$ cat src/rtl/mbox_rx_buf.sv
// rtl/mbox_rx_buf.sv - mailbox receive buffer: staging word, word FIFO with last flags,
// packet counting, interrupts and the receiver half of the abort handshake.
module mbox_rx_buf #(
  parameter int DEPTH = 16,
  parameter int CW    = $clog2(DEPTH + 1)
) (
  input  logic          aclk,
  input  logic          reset,
  input  logic [31:0]   in_dat,
  input  logic          in_valid,
  output logic          in_ready,
  input  logic          in_done,
  input  logic          in_abort,
  output logic          abort_out,
  input  logic          sw_abort,
  output logic [31:0]   rd_dat,
  output logic          rd_last,
  output logic          rd_valid,
  input  logic          rd_ready,
  output logic [CW-1:0] pkt_count,
  output logic [CW-1:0] word_count,
  output logic          irq_available,
  output logic          irq_abort_init,
  output logic          irq_abort_done,
  output logic          irq_error
);

  localparam int AW = $clog2(DEPTH);

  typedef enum logic [1:0] {NORMAL, REMOTE_ABORT, LOCAL_ABORT, ABORT_CLR} state_t;

  state_t           state, state_n;
  logic [31:0]      mem_dat [DEPTH];
  logic [DEPTH-1:0] mem_last;
  logic [AW-1:0]    wr_ptr, rd_ptr;
  logic [31:0]      stage_dat;
  logic             stage_v, stage_last, pending_last;

  logic is_normal, flush, init_ev, done_ev;
  logic empty, full, accept, pop, push, done_act, err, stage_is_last, head_last;

  always_comb begin
    state_n   = state;
    flush     = 1'b0;
    init_ev   = 1'b0;
    done_ev   = 1'b0;
    abort_out = 1'b0;
    case (state)
      NORMAL: begin
        // Remote abort has priority over a coincident local request.
        if (in_abort) begin
          state_n = REMOTE_ABORT;
          flush   = 1'b1;
          init_ev = 1'b1;
        end else if (sw_abort) begin
          state_n = LOCAL_ABORT;
          flush   = 1'b1;
        end
      end
      REMOTE_ABORT: begin
        abort_out = in_abort;
        if (!in_abort) state_n = NORMAL;
      end
      LOCAL_ABORT: begin
        abort_out = !in_abort;
        if (in_abort) begin
          state_n = ABORT_CLR;
          done_ev = 1'b1;
        end
      end
      ABORT_CLR: begin
        if (!in_abort) state_n = NORMAL;
      end
      default: state_n = NORMAL;
    endcase
  end

  assign is_normal = (state == NORMAL);
  assign empty     = (word_count == '0);
  assign full      = (word_count == CW'(DEPTH));
  assign head_last = mem_last[rd_ptr];

  assign in_ready = !reset && is_normal && !pending_last && (!stage_v || !full);
  assign accept   = in_valid && in_ready;
  assign rd_valid = is_normal && !empty;
  assign pop      = rd_valid && rd_ready;
  assign rd_dat   = empty ? 32'h0 : mem_dat[rd_ptr];
  assign rd_last  = !empty && head_last;

  // A done without a beat closes the staged word, unless that word is already closed.
  assign done_act      = in_done && is_normal && !flush;
  assign err           = done_act && (pending_last || (!accept && (!stage_v || stage_last)));
  assign stage_is_last = stage_v && (stage_last || (done_act && !accept && !err));
  assign push          = is_normal && !flush && stage_v && (accept || stage_is_last) && !full;

  always_ff @(posedge aclk) begin
    if (push) begin
      mem_dat[wr_ptr]  <= stage_dat;
      mem_last[wr_ptr] <= stage_is_last;
    end
  end

  always_ff @(posedge aclk or posedge reset) begin
    if (reset) begin
      state          <= NORMAL;
      wr_ptr         <= '0;
      rd_ptr         <= '0;
      word_count     <= '0;
      pkt_count      <= '0;
      stage_dat      <= '0;
      stage_v        <= 1'b0;
      stage_last     <= 1'b0;
      pending_last   <= 1'b0;
      irq_available  <= 1'b0;
      irq_error      <= 1'b0;
      irq_abort_init <= 1'b0;
      irq_abort_done <= 1'b0;
    end else begin
      state          <= state_n;
      irq_available  <= push && stage_is_last;
      irq_error      <= err;
      irq_abort_init <= init_ev;
      irq_abort_done <= done_ev;
      if (flush) begin
        wr_ptr       <= '0;
        rd_ptr       <= '0;
        word_count   <= '0;
        pkt_count    <= '0;
        stage_v      <= 1'b0;
        stage_last   <= 1'b0;
        pending_last <= 1'b0;
      end else begin
        if (push) wr_ptr <= wr_ptr + AW'(1);
        if (pop)  rd_ptr <= rd_ptr + AW'(1);
        word_count <= word_count + CW'(push) - CW'(pop);
        pkt_count  <= pkt_count + CW'(push && stage_is_last) - CW'(pop && head_last);
        if (accept) begin
          stage_dat  <= in_dat;
          stage_v    <= 1'b1;
          stage_last <= in_done;
        end else if (push) begin
          stage_v    <= 1'b0;
          stage_last <= 1'b0;
        end else if (stage_is_last) begin
          stage_last <= 1'b1;
        end
        // Closed word stuck behind a full FIFO: hold it until room appears.
        pending_last <= stage_is_last && !push;
      end
    end
  end

endmodule

$ cat config.mk
export PLATFORM = sky130hd
export DESIGN_NAME = mbox_rx_buf
export DESIGN_NICKNAME = d
export VERILOG_FILES = /design/src/rtl/mbox_rx_buf.sv
export SDC_FILE = /design/constraint.sdc
export NUM_CORES = 1
export LEC_CHECK = 0
export ABC_AREA = 0
export CAP_MARGIN = 10
export CORE_MARGIN = 2
export CORE_UTILIZATION = 60
export CTS_BUF_LIST = sky130_fd_sc_hd__clkbuf_2
export DETAILED_ROUTE_END_ITERATION = 16
export PLACE_DENSITY = 0.86
export SLEW_MARGIN = 30
export SYNTH_ARGS = -nofsm -noshare
export SYNTH_HDL_FRONTEND = slang
export SYNTH_SLANG_ARGS = --single-unit
$ cat constraint.sdc
create_clock -name aclk -period 11.85 [get_ports aclk]
set_clock_uncertainty 0.15 [all_clocks]
set_input_delay 1.185 -clock aclk [delete_from_list [all_inputs] [get_ports aclk]]
set_output_delay 1.185 -clock aclk [all_outputs]
set_load 0.03 [all_outputs]
* Word-level counts from Yosys, hierarchy flattened
Memory sizes are Yosys's and may differ from the RTL's.
Index checks and enable logic that the tools add are counted.
** Word-level totals
- Bits in registers :: 75
- Bits in writable memories :: 512
- Output and inout bits :: 50
- Word-level logic and storage cells :: 112
- Memories kept :: 1
** Cells by class
- Add/subtract/negate cells :: 6
- Order comparisons :: 3
- Equality and inequality tests :: 7
- Mux-type cells :: 34
- Bitwise gates (word level) :: 1
- Reduce and logical (&&, ||, !) cells :: 46
** Memories
- mem_dat :: words 16, bits a word 32, read ports 1, clocked after memory_dff 0, wr ports 1, RTL line 33 : logic [31:0] mem_dat [DEPTH];
** Operator list (number)
- $mux W32 :: 1
- $logic_and A1 B1 Y1 :: 22
- $mux W1 :: 18
- $bwmux W16 :: 1
- $mux W4 :: 4
- $add A5 B1 Y5 :: 2
- $logic_not A1 Y1 :: 10
- $lt A4 B5 Y1 const B :: 2
- $mux W5 :: 2
- $sub A5 B1 Y5 :: 2
- $add A4 B1 Y4 const B :: 2
- $mux W2 :: 4
- $pmux W2 S3 :: 1
- $eq A5 B5 Y1 const B :: 1
- $logic_not A5 Y1 :: 1
- $logic_or A1 B1 Y1 :: 5
- $bmux W1 S4 :: 1
- $demux W1 S4 :: 1
- $eq A2 B2 Y1 const B :: 2
- $ge A4 B1 Y1 const B :: 1
- $ne A2 B2 Y1 const B :: 2
- $reduce_bool A2 Y1 :: 2
- $reduce_bool A4 Y1 :: 1
- $ne A3 B3 Y1 const B :: 1
- other kinds (8) :: 8

* Longest topological paths before layout
Gate-level depths: netlist of run 1.
- Depth after elaboration :: 20
- Depth in mapped cells :: 16

* Least setup slack after synthesis of run 1
Ideal clock, no wire load.
- Kind :: input port to flip-flop
- Start point :: input port reset
- End point :: memory mem_dat[2][0], enable pin
- Arrival time :: 4351 ps
- Required time :: 11257 ps
- Setup slack :: 6905 ps
- Stages on the path :: 7
- Cells stage by stage :: or4_1 > a211o_1 > buf_6 > a21oi_4 > inv_2 > buf_6 > nor4b_2
** Between the ends
- Cells in the longest elaborated chain, start to end :: 18
** RTL lines
- start, declared :: RTL line 8 : input logic reset,
- $logic_not A1 Y1 (no source line) (*)
- $logic_and A1 B1 Y1 (*) (3 in series) :: RTL line 83 : assign in_ready = !reset && is_normal && !pending_last && (!stage_v || !full);
- $logic_and A1 B1 Y1 (*) :: RTL line 84 : assign accept = in_valid && in_ready;
- $logic_not A1 Y1 :: RTL line 92, 93
- $logic_and A1 B1 Y1 :: RTL line 92 : assign err = done_act && (pending_last || (!accept && (!stage_v || stage_last)));
- $logic_or A1 B1 Y1 :: RTL line 92
- $logic_and A1 B1 Y1 :: RTL line 92
- $logic_not A1 Y1 :: RTL line 93 : assign stage_is_last = stage_v && (stage_last || (done_act && !accept && !err));
- $logic_and A1 B1 Y1 :: RTL line 93
- $logic_or A1 B1 Y1 :: RTL line 93
- $logic_and A1 B1 Y1 :: RTL line 93
- $logic_or A1 B1 Y1 (*) :: RTL line 94 : assign push = is_normal && !flush && stage_v && (accept || stage_is_last) && !full;
- $logic_and A1 B1 Y1 (*) (2 in series) :: RTL line 94
- $mux W1 (*) :: RTL line 97 : if (push) begin
- $mux W1 (not written as such) (*) :: RTL line 98 : mem_dat[wr_ptr] <= stage_dat;
- end, declared :: RTL line 33
Every way passes the cells marked *; elsewhere a longest branch is shown, timed or not.

* Final worst setup path of run 1
- Start point :: register rd_ptr[0]
- End point :: output port rd_dat[20]
** Between the ends
- Cells in the longest elaborated chain, start to end :: 2
** RTL lines
- start, declared :: RTL line 35 : logic [AW-1:0] wr_ptr, rd_ptr;
- start signal, assigned :: RTL line 134 : if (pop) rd_ptr <= rd_ptr + AW'(1);
- $mem_v2 Z16 W32
- $mux W32 :: RTL line 87 : assign rd_dat = empty ? 32'h0 : mem_dat[rd_ptr];
- end, declared :: RTL line 16 : output logic [31:0] rd_dat,
Every way passes these cells.

==> results of run 1 <==
## final timing paths
kind                                             endpoint  slack, ps                  start
min in group asynchronous         irq_available$_DFF_PP0_        460                  reset
worst min-delay path                 state[1]$_DFFE_PP0P_        390   state[0]$_DFFE_PP0P_
worst max-delay path                           rd_dat[20]       5980  rd_ptr[0]$_DFFE_PP0P_
worst max register to register     pkt_count[4]$_DFF_PP0_       7240  rd_ptr[0]$_DFFE_PP0P_
worst min register to register       state[1]$_DFFE_PP0P_        390   state[0]$_DFFE_PP0P_
max in group asynchronous       stage_dat[21]$_DFFE_PP0P_      10480                  reset
## state kept, by name, summed over array words and instances (netlist names)
| name | cells |
|---|---|
| pkt_count | 5 |
| wr_ptr | 4 |
| mem_last | 16 |
| irq_available | 1 |
| pending_last | 1 |
| mem_dat | 512 |
| stage_last | 1 |
| irq_abort_done | 1 |
| rd_ptr | 4 |
| state | 2 |
| stage_v | 1 |
| irq_abort_init | 1 |
| word_count | 5 |
| stage_dat | 32 |
| irq_error | 1 |
## layout make-up
class	instances	share of cell area
Timing Repair Buffer	113	0.0421
Antenna cell	1	0.0000969
Clock inverter	51	0.0122
Multi-Input combinational cell	394	0.205
Tap cell	511	0.0248
Sequential cell	587	0.671
Inverter	20	0.00291
Clock buffer	213	0.0413
## worst max-delay path: cells and delay by family, from the launching register on
kind / cells / cell delay [ps]
buffers and inverters: 2 / 1350
flip-flops: 1 / 980
AO/OA/AOI/OAI: 1 / 200
multiplexers: 2 / 820
## power groups by stage
stage          sequential, mW  clock, mW  combinational, mW
6_report                 2.73       1.35               1.18
5_1_grt                  2.76       1.47               1.26
4_1_cts                  2.73       1.38               1.20
3_5_place_dp             2.77          0               1.19
3_3_place_gp             2.77          0               1.14
2_1_floorplan            2.67          0              0.858
## cells in the mapped netlist (all sizes together) (4+ instances only)
master and count:
nand2b 4, mux2 32, ha 16, nor2b 4, inv 20, mux4 132, a21oi 13, and2 5
o21ai 6, clkbuf 32, o22ai 33, nor2 17, and4b 8, edfxtp 528, buf 25, nor4b 4
nand2 6, dfrtp 59, nand3 8, mux2i 71, xor2 5
## routing by layer
| metal | up-vias | GRT usage | wire [µm] |
|---|---|---|---|
| met3 | 71 | 0.0700 | 5100 |
| li1 | 4908 | - | - |
| met1 | 5924 | 0.348 | 18400 |
| met5 | - | 0 | 0 |
| met4 | 0 | 0.0911 | 884 |
| met2 | 678 | 0.389 | 23500 |
## stage by stage
step / utilization / std cells / power [mW] / cell area, µm² / setup slack (ps)
after detailed placement: 0.649 / 1625 / 3.96 / 24400 / 6720
after CTS: 0.686 / 1889 / 5.30 / 25800 / 5800
after global placement: 0.648 / 1624 / 3.91 / 24400 / 6750
final: 0.686 / 1890 / 5.26 / 25800 / 5980
after global routing: 0.686 / 1890 / 5.49 / 25800 / 5620
after floorplan: - / 1058 / 3.53 / 22900 / 6910
## cell families after synthesis
group	count (synthesis)	synth area share
flip-flops	587	0.756
multiplexers	235	0.176
buffers and inverters	77	0.0152
AND/OR/NAND/NOR	72	0.0221
AO/OA/AOI/OAI	62	0.0172
adder cells (fa/ha/maj)	18	0.0105
XOR/XNOR	7	0.00267
==> out/metrics.cfg, run 1 <==
[status]
run_status=finished, final reports clean

[power]
combPwrFrac=0.225
static-leakage-power_nw=8.51
internal-power_mw=3.65
power_frac_seq=0.518
power.density_cell_area_nw_per_um2=204
power.net_switching_mw=1.62
power.share.switching=0.307
power_frac_clock=0.257
vdd_drop_max_uv=215

[routing]
total_wire_length_after_detailed_routing_um=47900
wl_per_cell_um=25.3
tritonroute_pass_1_iters=6
detailroute.via_count=11600
drt_first_iter_violations=1274
drtAntennaViolNets=0
drcViolationCount=0
avgViaCountPerCell=6.13

[worst_setup_path]
cp.required_ps=10520
timing_worst_setup_path_type=reg2out
critPathMaxStageDelay_ps=980
timing.reg2reg.worst_path_depth=14
crit_path_end_kind=output pin
critPathArrivalTime_ps=4540
worstPathCellList=buf_6 -> mux4_2 -> mux2i_1 -> o22ai_1 -> clkdlybuf4s50_1
critical-path-slowest-cell=sky130_fd_sc_hd__dfrtp_4
setup.worst_path.start_class=flop
worstPathMaxFanout=56

[floorplan]
die_h_um=199
floorplan.initialDensity=0.609
die_area_um2=39800
num_rows=71
core_area_um2=37700
fp.dieW_um=199
io_pins=89

[finish]
final_common_cell=sky130_fd_sc_hd__edfxtp_1
drive_gt1_frac=0.328
layout_net_count=1315
multi_input_area_um2=5300
sequential_cell_area_um2=17300
filler_cell_count=2323
syn2layout_area_growth_pct=12.7
final_cell_mix=528 x sky130_fd_sc_hd__edfxtp_1, 213 x sky130_fd_sc_hd__clkbuf_2, 132 x sky130_fd_sc_hd__mux4_2, 88 x sky130_fd_sc_hd__clkdlybuf4s50_1, 71 x sky130_fd_sc_hd__mux2i_1

[flow_run]
cap_violations=0

[clock_tree]
cts_post_setup_buffers_inserted=0
tritoncts.num_buffers=142
cts.reportedPaths.clkPinSlew_ps=100
clock_tree_from_tritoncts=done
cts.sink_count=587
clock_tree.buffer_depth=3
postCtsResizedCells=0
cts_root_buf=sky130_fd_sc_hd__clkbuf_2
clk-insertion-delay-late_ps=1090
cts-hold-fix-buffers=0
htree_levels=4

[timing]
post-route-period-util=0.496
worst_pin_slew_ps=919
drv_slew=0
final_hold_viol_count=0
rsz0062_at_grt=false
finalHoldWorstSlack_ps=386
slew_headroom=0.387
tns_ps=0
min_period_ps=5870
setup_violations=0
fmaxAchievable_mhz=170

[global_route]
grt_max_degree=62
number_of_global_route_vias_before_repair=12200
grt_first_pass_wirelength_um=71200
grt_util_all_layers=0.251
global_route.overflow_total=0
antenna_found_initial=1

[placement]
dpl.hpwl_um=25600
io_buf_count=88
gp_congestion=0.773

[logic_synthesis]
most_used_flip_flop_cell_after_synthesis=sky130_fd_sc_hd__edfxtp_1
synth_cell_types=51
synth-seq-cells=587
mappedNetlistArea_um2=22900
ys_warnings=0
mappedNetlistNets=1115
synth_area_leaders=sky130_fd_sc_hd__edfxtp_1 69%, sky130_fd_sc_hd__mux4_2 13%, sky130_fd_sc_hd__dfrtp_1 6.4%
synth_enable_flop_cells=528
synthesis.area_per_instance_um2=21.7
synthCells=1058
synthDominantCellAreaShare=0.692
ys_seq_area_frac=0.756
synth.largest_area_cell=sky130_fd_sc_hd__edfxtp_1
synth-async-reset-ratio=0.101

[worst_hold_path]
hold_path_depth=1
holdCritPathClass=reg2reg

Note: power is estimated with default switching activity, not from simulation.
==> run 2, diff against run 1 <==
- clock period: 11.85 -> 5.9 ns (I/O delays scaled with it)
==> run 2 against run 1 <==
Critical path depth up 2. Combinational power up 110%. Power increased by 100%. Core utilization grew 0.71 points. Critical path type unchanged.
==> out/metrics.cfg, run 2 (synthesized netlist as in run 1, its figures left out) <==
[finish]
final_core_utilization=0.693  ; +0.00714
number_of_flip_flops_under_the_largest_register_name=512  ; unchanged
regs_by_ff_count=mem_dat: 512 flops, stage_dat: 32 flops, mem_last: 16 flops
syn2layout_area_growth_pct=13.8
final_cell_mix=528 x sky130_fd_sc_hd__edfxtp_1, 208 x sky130_fd_sc_hd__clkbuf_2, 132 x sky130_fd_sc_hd__mux4_2, 88 x sky130_fd_sc_hd__clkdlybuf4s50_1, 71 x sky130_fd_sc_hd__mux2i_1
drive_gt1_frac=0.317  ; -0.0114
layout_net_count=1346  ; +2.4%
final_cell_count_no_fill=1908  ; +0.95%
largest-register=mem_dat
final_common_cell=sky130_fd_sc_hd__edfxtp_1

[flow_run]
cap_violations=0  ; unchanged

[worst_setup_path]
ff2ff_setup_slack_ps=1880  ; -5360 ps
setup.worst_path.start_class=flop
worstPathMaxFanout=23  ; -59%
crit-reg2reg-capture=pkt_count[4]$_DFF_PP0_
worstPathCellList=inv_1 -> ha_1 -> or4b_2 -> nand2_1 -> buf_4 -> o22ai_1 -> clkdlybuf4s50_1
crit_path_end_kind=output pin
cp.required_ps=5160  ; -5360 ps
timing_worst_setup_path_type=reg2out
r2r-start=rd_ptr[0]$_DFFE_PP0P_
critical-path-slowest-cell=sky130_fd_sc_hd__or4b_2
critPathMaxStageDelay_ps=730  ; -250 ps
critPathArrivalTime_ps=4480  ; -60 ps
timing.reg2reg.worst_path_depth=13  ; -1

[global_route]
antenna_found_initial=1  ; unchanged
global_route.overflow_total=0  ; unchanged
number_of_global_route_vias_before_repair=12300  ; +1.1%
grt.met2_usage=0.404  ; +0.0147
grt_util_all_layers=0.253  ; +0.00244
grt.met3_usage=0.0707  ; +0.000675
grt_most_used_layer=met2
grt_max_degree=68  ; +9.7%
grt_first_pass_wirelength_um=72200  ; +1.3%
global_route_track_usage_on_met1=0.339  ; -0.00956

[placement]
dpl.hpwl_um=25800  ; +0.96%
gp_congestion=0.779  ; +0.83%
io_buf_count=88  ; unchanged
place_inst=1625  ; unchanged

[clock_tree]
htree_levels=4  ; unchanged
cts.sink_count=587  ; unchanged
cts.reportedPaths.clkPinSlew_ps=130  ; +30 ps
clk-insertion-delay-late_ps=1040  ; -50 ps
clock_tree.buffer_depth=3  ; unchanged
tritoncts.num_buffers=143  ; +0.70%
cts_post_setup_buffers_inserted=0  ; unchanged
clock_tree_from_tritoncts=done
cts_root_buf=sky130_fd_sc_hd__clkbuf_2

[floorplan]
io_pins=89  ; unchanged
floorplan.initialDensity=0.609  ; unchanged
die_area_um2=39800  ; unchanged
num_rows=71  ; unchanged
core_area_um2=37700  ; unchanged
fp.dieW_um=199  ; unchanged
die_h_um=199  ; unchanged

[power]
power.density_cell_area_nw_per_um2=405  ; +99%
power.share.switching=0.311  ; +0.00374
static-leakage-power_nw=8.58  ; +0.75%
internal-power_mw=7.28  ; +100%
combPwrFrac=0.229  ; +0.004
p_total_mw=10.6  ; +100%
vdd_drop_max_uv=306  ; +42%
power_frac_clock=0.254  ; -0.003
power.net_switching_mw=3.28  ; +100%
power_frac_seq=0.517  ; about the same

[worst_hold_path]
timing.hold.worst_endpoint=stage_dat[19]$_DFFE_PP0P_
min_from=in_dat[19]
hold_path_depth=2  ; +1
holdCritPathClass=in2reg

[routing]
drcViolationCount=0  ; unchanged
drt_first_iter_violations=1358  ; +6.6%
drtAntennaViolNets=0  ; unchanged
avgViaCountPerCell=6.12  ; -0.12%
tritonroute_pass_1_iters=7  ; +1
total_wire_length_after_detailed_routing_um=49100  ; +2.5%
wl_per_cell_um=25.7  ; +1.5%
detailroute.via_count=11700  ; +0.83%

[timing]
drv_slew=0  ; unchanged
post-route-period-util=0.885
slew_headroom=0.356  ; -0.0312
min_period_ps=5220
setup_violations=0  ; unchanged
final_hold_viol_count=0  ; unchanged
finalHoldWorstSlack_ps=98.3  ; -288 ps
rsz0062_at_grt=false
tns_ps=0  ; unchanged
fmaxAchievable_mhz=192
worst_pin_slew_ps=966  ; +46.7 ps

[status]
run_status=finished, final reports clean

==> run 2: cell types whose count changed in the layout (fill, tap and decap cells not counted), moves of 4 or more <==
cell,previous run,this run
sky130_fd_sc_hd__clkbuf_2,213,208
sky130_fd_sc_hd__inv_2,10,5
sky130_fd_sc_hd__dlygate4sd3_1,0,30
sky130_fd_sc_hd__clkinvlp_4,2,6
sky130_fd_sc_hd__clkinv_2,9,4
==> run 2: through the flow <==
stage,cell area (µm²),setup WS (ps)
after floorplan,22900,1550
after global placement,24400,1490
after detailed placement,24500,1380
after CTS,26100,659
after global routing,26100,488
final,26100,681
==> run 2: power groups by stage <==
stage	Sequential [mW]	Combinational (mW)	Clock, mW
global route	5.52	2.59	2.92
global placement	5.55	2.30	0
CTS	5.45	2.44	2.72
detailed placement	5.55	2.41	0
floorplan	5.37	1.72	0
finish	5.47	2.42	2.68
==> run 2: repair_timing <==
action | 4_1_cts | 5_1_grt
gates resized for setup | 0 | 0
hold endpoints to repair | 53 | 1
hold buffers | 29 | 1
==> run 2: routing by layer <==
metal / vias up / part of all wire
met5: - / 0
met4: 0 / 0.028
met3: 100 / 0.095
met2: 717 / 0.50
met1: 5920 / 0.38
li1: 4940 / -
==> run 2: worst max path at each step <==
stage / start / endpoint / slack [ps] / cells past startpoint
2_1_floorplan: reset / mem_dat[2][0]$_DFFE_PP_ / 1550 / 7
4_1_cts: rd_ptr[0]$_DFFE_PP0P_ / rd_dat[26] / 660 / 5
3_5_place_dp: reset / word_count[4]$_DFF_PP0_ / 1380 / 13
6_report: word_count[2]$_DFF_PP0_ / rd_dat[29] / 680 / 7
3_3_place_gp: reset / word_count[4]$_DFF_PP0_ / 1490 / 13
5_1_grt: rd_ptr[0]$_DFFE_PP0P_ / rd_dat[26] / 490 / 5
==> run 2: final cells by class <==
| type | instances | area, µm² |
|---|---|---|
| diodes | 1 | 2.50 |
| flip-flops and latches | 587 | 17300 |
| clock inverters | 44 | 282 |
| fillers | 2283 | 11600 |
| multi-input cells | 394 | 5300 |
| inverters | 20 | 75.1 |
| clock buffers | 208 | 1040 |
| well taps | 511 | 639 |
| repair buffers | 143 | 1410 |
==> run 2: worst max-delay path, delay by kind of cell, from the launching register on <==
kind / cells / cell delay, ps
AOI/OAI and AO/OA: 1 / 210
adders and majority gates: 1 / 180
buffers and inverters: 3 / 1320
DFF: 1 / 440
and+or+nand+nor: 2 / 1310
==> run 3, diff against run 2 <==
- CORE_UTILIZATION: 60 -> 45
- PLACE_DENSITY: 0.86 -> 0.69
- SLEW_MARGIN: 30 -> unset
==> run 3 against run 2 <==
Sequential power hardly changed. Clock-buffer cell count grew 14. Combinational power hardly changed. Register-to-register slack worse by 30 ps. Global-route usage down 6.7 points. Setup slack worse by 48 ps. Via count is 3.0% lower. Flip-flop and latch count did not move. Maximum frequency is 0.90% lower. Largest power group unchanged.
==> out/metrics.cfg, run 3 (synthesized netlist as in run 1, its figures left out) <==
[finish]
final_cell_mix=528 x sky130_fd_sc_hd__edfxtp_1, 222 x sky130_fd_sc_hd__clkbuf_2, 132 x sky130_fd_sc_hd__mux4_2, 88 x sky130_fd_sc_hd__clkdlybuf4s50_1, 71 x sky130_fd_sc_hd__mux2i_1
largest-register=mem_dat
final_cell_count_no_fill=2079  ; +9.0%
regs_by_ff_count=mem_dat: 512 flops, stage_dat: 32 flops, mem_last: 16 flops
drive_gt1_frac=0.317  ; +0.000819
final_common_cell=sky130_fd_sc_hd__edfxtp_1
number_of_flip_flops_under_the_largest_register_name=512  ; unchanged
layout_net_count=1353  ; +0.52%
syn2layout_area_growth_pct=15.3

[timing]
min_period_ps=5270  ; +47.5 ps
final_hold_viol_count=0  ; unchanged
setup_violations=0  ; unchanged
slew_headroom=0.255  ; -0.101
fmaxAchievable_mhz=190  ; -0.90%
post-route-period-util=0.893  ; +0.00805
tns_ps=0  ; unchanged
rsz0062_at_grt=false
drv_slew=0  ; unchanged
worst_pin_slew_ps=1120  ; +151 ps

[power]
power_frac_seq=0.513  ; -0.004
vdd_drop_max_uv=442  ; +44%
power.net_switching_mw=3.25  ; -1.0%
internal-power_mw=7.41  ; +1.8%
power.density_cell_area_nw_per_um2=403  ; -0.33%
static-leakage-power_nw=8.66  ; +0.95%
power_frac_clock=0.262  ; +0.008
power.share.switching=0.305  ; -0.00596
combPwrFrac=0.226  ; -0.003

[worst_setup_path]
critical-path-slowest-cell=sky130_fd_sc_hd__clkdlybuf4s50_1
critPathMaxStageDelay_ps=700  ; -30 ps
cp.required_ps=5160  ; about the same
crit_path_end_kind=output pin
worstPathMaxFanout=22  ; -4.3%
worstPathCellList=inv_1 -> ha_1 -> or4b_2 -> nand2b_2 -> buf_4 -> o22ai_1 -> clkdlybuf4s50_1
critPathArrivalTime_ps=4530  ; +50 ps
setup.worst_path.start_class=flop
worstPathBufferInverterCount=3  ; unchanged
path_delay_family=simple AND/OR/NAND/NOR gates
timing_worst_setup_path_type=reg2out

[placement]
place_inst=1782  ; +9.7%
dpl.hpwl_um=24700  ; -4.5%
io_buf_count=88  ; unchanged
gp_congestion=0.759  ; -2.6%

[clock_tree]
cts_post_setup_buffers_inserted=0  ; unchanged
clk-insertion-delay-late_ps=1250  ; +210 ps
clock_tree_from_tritoncts=done
tritoncts.num_buffers=146  ; +2.1%
clock_tree.buffer_depth=3  ; unchanged
cts.reportedPaths.clkPinSlew_ps=120  ; about the same
htree_levels=4  ; unchanged
cts.sink_count=587  ; unchanged
cts_root_buf=sky130_fd_sc_hd__clkbuf_2

[floorplan]
fp.dieW_um=230  ; +15%
num_rows=82  ; +15%
floorplan.initialDensity=0.456  ; -0.153
die_h_um=230  ; +15%
io_pins=89  ; unchanged
die_area_um2=52800  ; +33%
core_area_um2=50300  ; +33%

[routing]
drtAntennaViolNets=0  ; unchanged
avgViaCountPerCell=5.45  ; -11%
total_wire_length_after_detailed_routing_um=47600  ; -3.1%
tritonroute_pass_1_iters=5  ; -2
detailroute.via_count=11300  ; -3.0%
drcViolationCount=0  ; unchanged
wl_per_cell_um=22.9  ; -11%
drt_first_iter_violations=1029  ; -24%

[status]
run_status=finished, final reports clean

[global_route]
antenna_found_initial=1  ; unchanged
number_of_global_route_vias_before_repair=12300  ; -0.58%
global_route.overflow_total=0  ; unchanged
grt_max_degree=106  ; +56%
grt_first_pass_wirelength_um=72600  ; +0.61%
grt_util_all_layers=0.187  ; -0.0669

[flow_run]
cap_violations=0  ; unchanged

[worst_hold_path]
holdCritPathClass=in2async

==> run 3: changes by cell type in the layout (fill, tap and decap cells not counted), sizes merged, moves of 2 or more <==
cell | before | now
clkbuf | 208 | 222
dlygate4sd3 | 30 | 38
clkinvlp | 6 | 0
buf | 25 | 21
clkinv | 32 | 28
bufinv | 3 | 5
==> run 3: stage by stage <==
step	power (mW)	utilization	cell area, µm²	setup slack, ps	hold slack (ps)
after floorplan	7.09	-	22900	1550	329
after global placement	7.94	0.490	24700	1420	403
after detailed placement	7.99	0.490	24700	1410	390
after CTS	10.8	0.526	26400	479	113
after global routing	11.2	0.526	26400	401	231
final	10.7	0.526	26400	633	268
==> run 3: final timing paths <==
kind                            cells past startpoint               startpoint  slack, ps                         to
worst max-delay path                                7  word_count[3]$_DFF_PP0_        630                 rd_dat[26]
worst min-delay path                                3                    reset        270  stage_dat[31]$_DFFE_PP0P_
worst max register to register                     13    rd_ptr[0]$_DFFE_PP0P_       1850     pkt_count[4]$_DFF_PP0_
worst min register to register                      1     state[0]$_DFFE_PP0P_        400   irq_abort_init$_DFF_PP0_
max in group asynchronous                           4                    reset       4200      rd_ptr[0]$_DFFE_PP0P_
min in group aclk                                   5                 in_valid        330        irq_error$_DFF_PP0_
==> run 3: per-layer routing <==
layer | track usage | part of all wire
met4 | 0.0643 | 0.016
met3 | 0.0476 | 0.056
met1 | 0.247 | 0.43
met5 | 0 | 0
met2 | 0.303 | 0.50
==> run 3: what timing repair did <==
item                      4_1_cts  5_1_grt
resized for setup               0        0
hold buffers                   38        0
hold endpoints to repair       70        0
==> run 3: power groups by stage <==
stage,Combinational (mW),Clock (mW),Sequential (mW)
2_1_floorplan,1.72,0,5.37
3_3_place_gp,2.40,0,5.53
3_5_place_dp,2.42,0,5.57
4_1_cts,2.45,2.87,5.47
5_1_grt,2.58,3.09,5.54
6_report,2.41,2.79,5.47
==> run 3: worst min-delay path: stages <==
cell and delay, ps:
sky130_fd_sc_hd__dlygate4sd3_1 550, sky130_fd_sc_hd__clkdlybuf4s50_1 460, sky130_fd_sc_hd__inv_2 570
==> run 3: cell type report <==
| class | instances | area (µm²) |
|---|---|---|
| well taps | 672 | 841 |
| diodes | 2 | 5.00 |
| inverters | 20 | 75.1 |
| flip-flops and latches | 587 | 17300 |
| fillers | 4028 | 23800 |
| clock inverters | 35 | 277 |
| repair buffers | 147 | 1480 |
| clock buffers | 222 | 1110 |
| multi-input cells | 394 | 5300 |
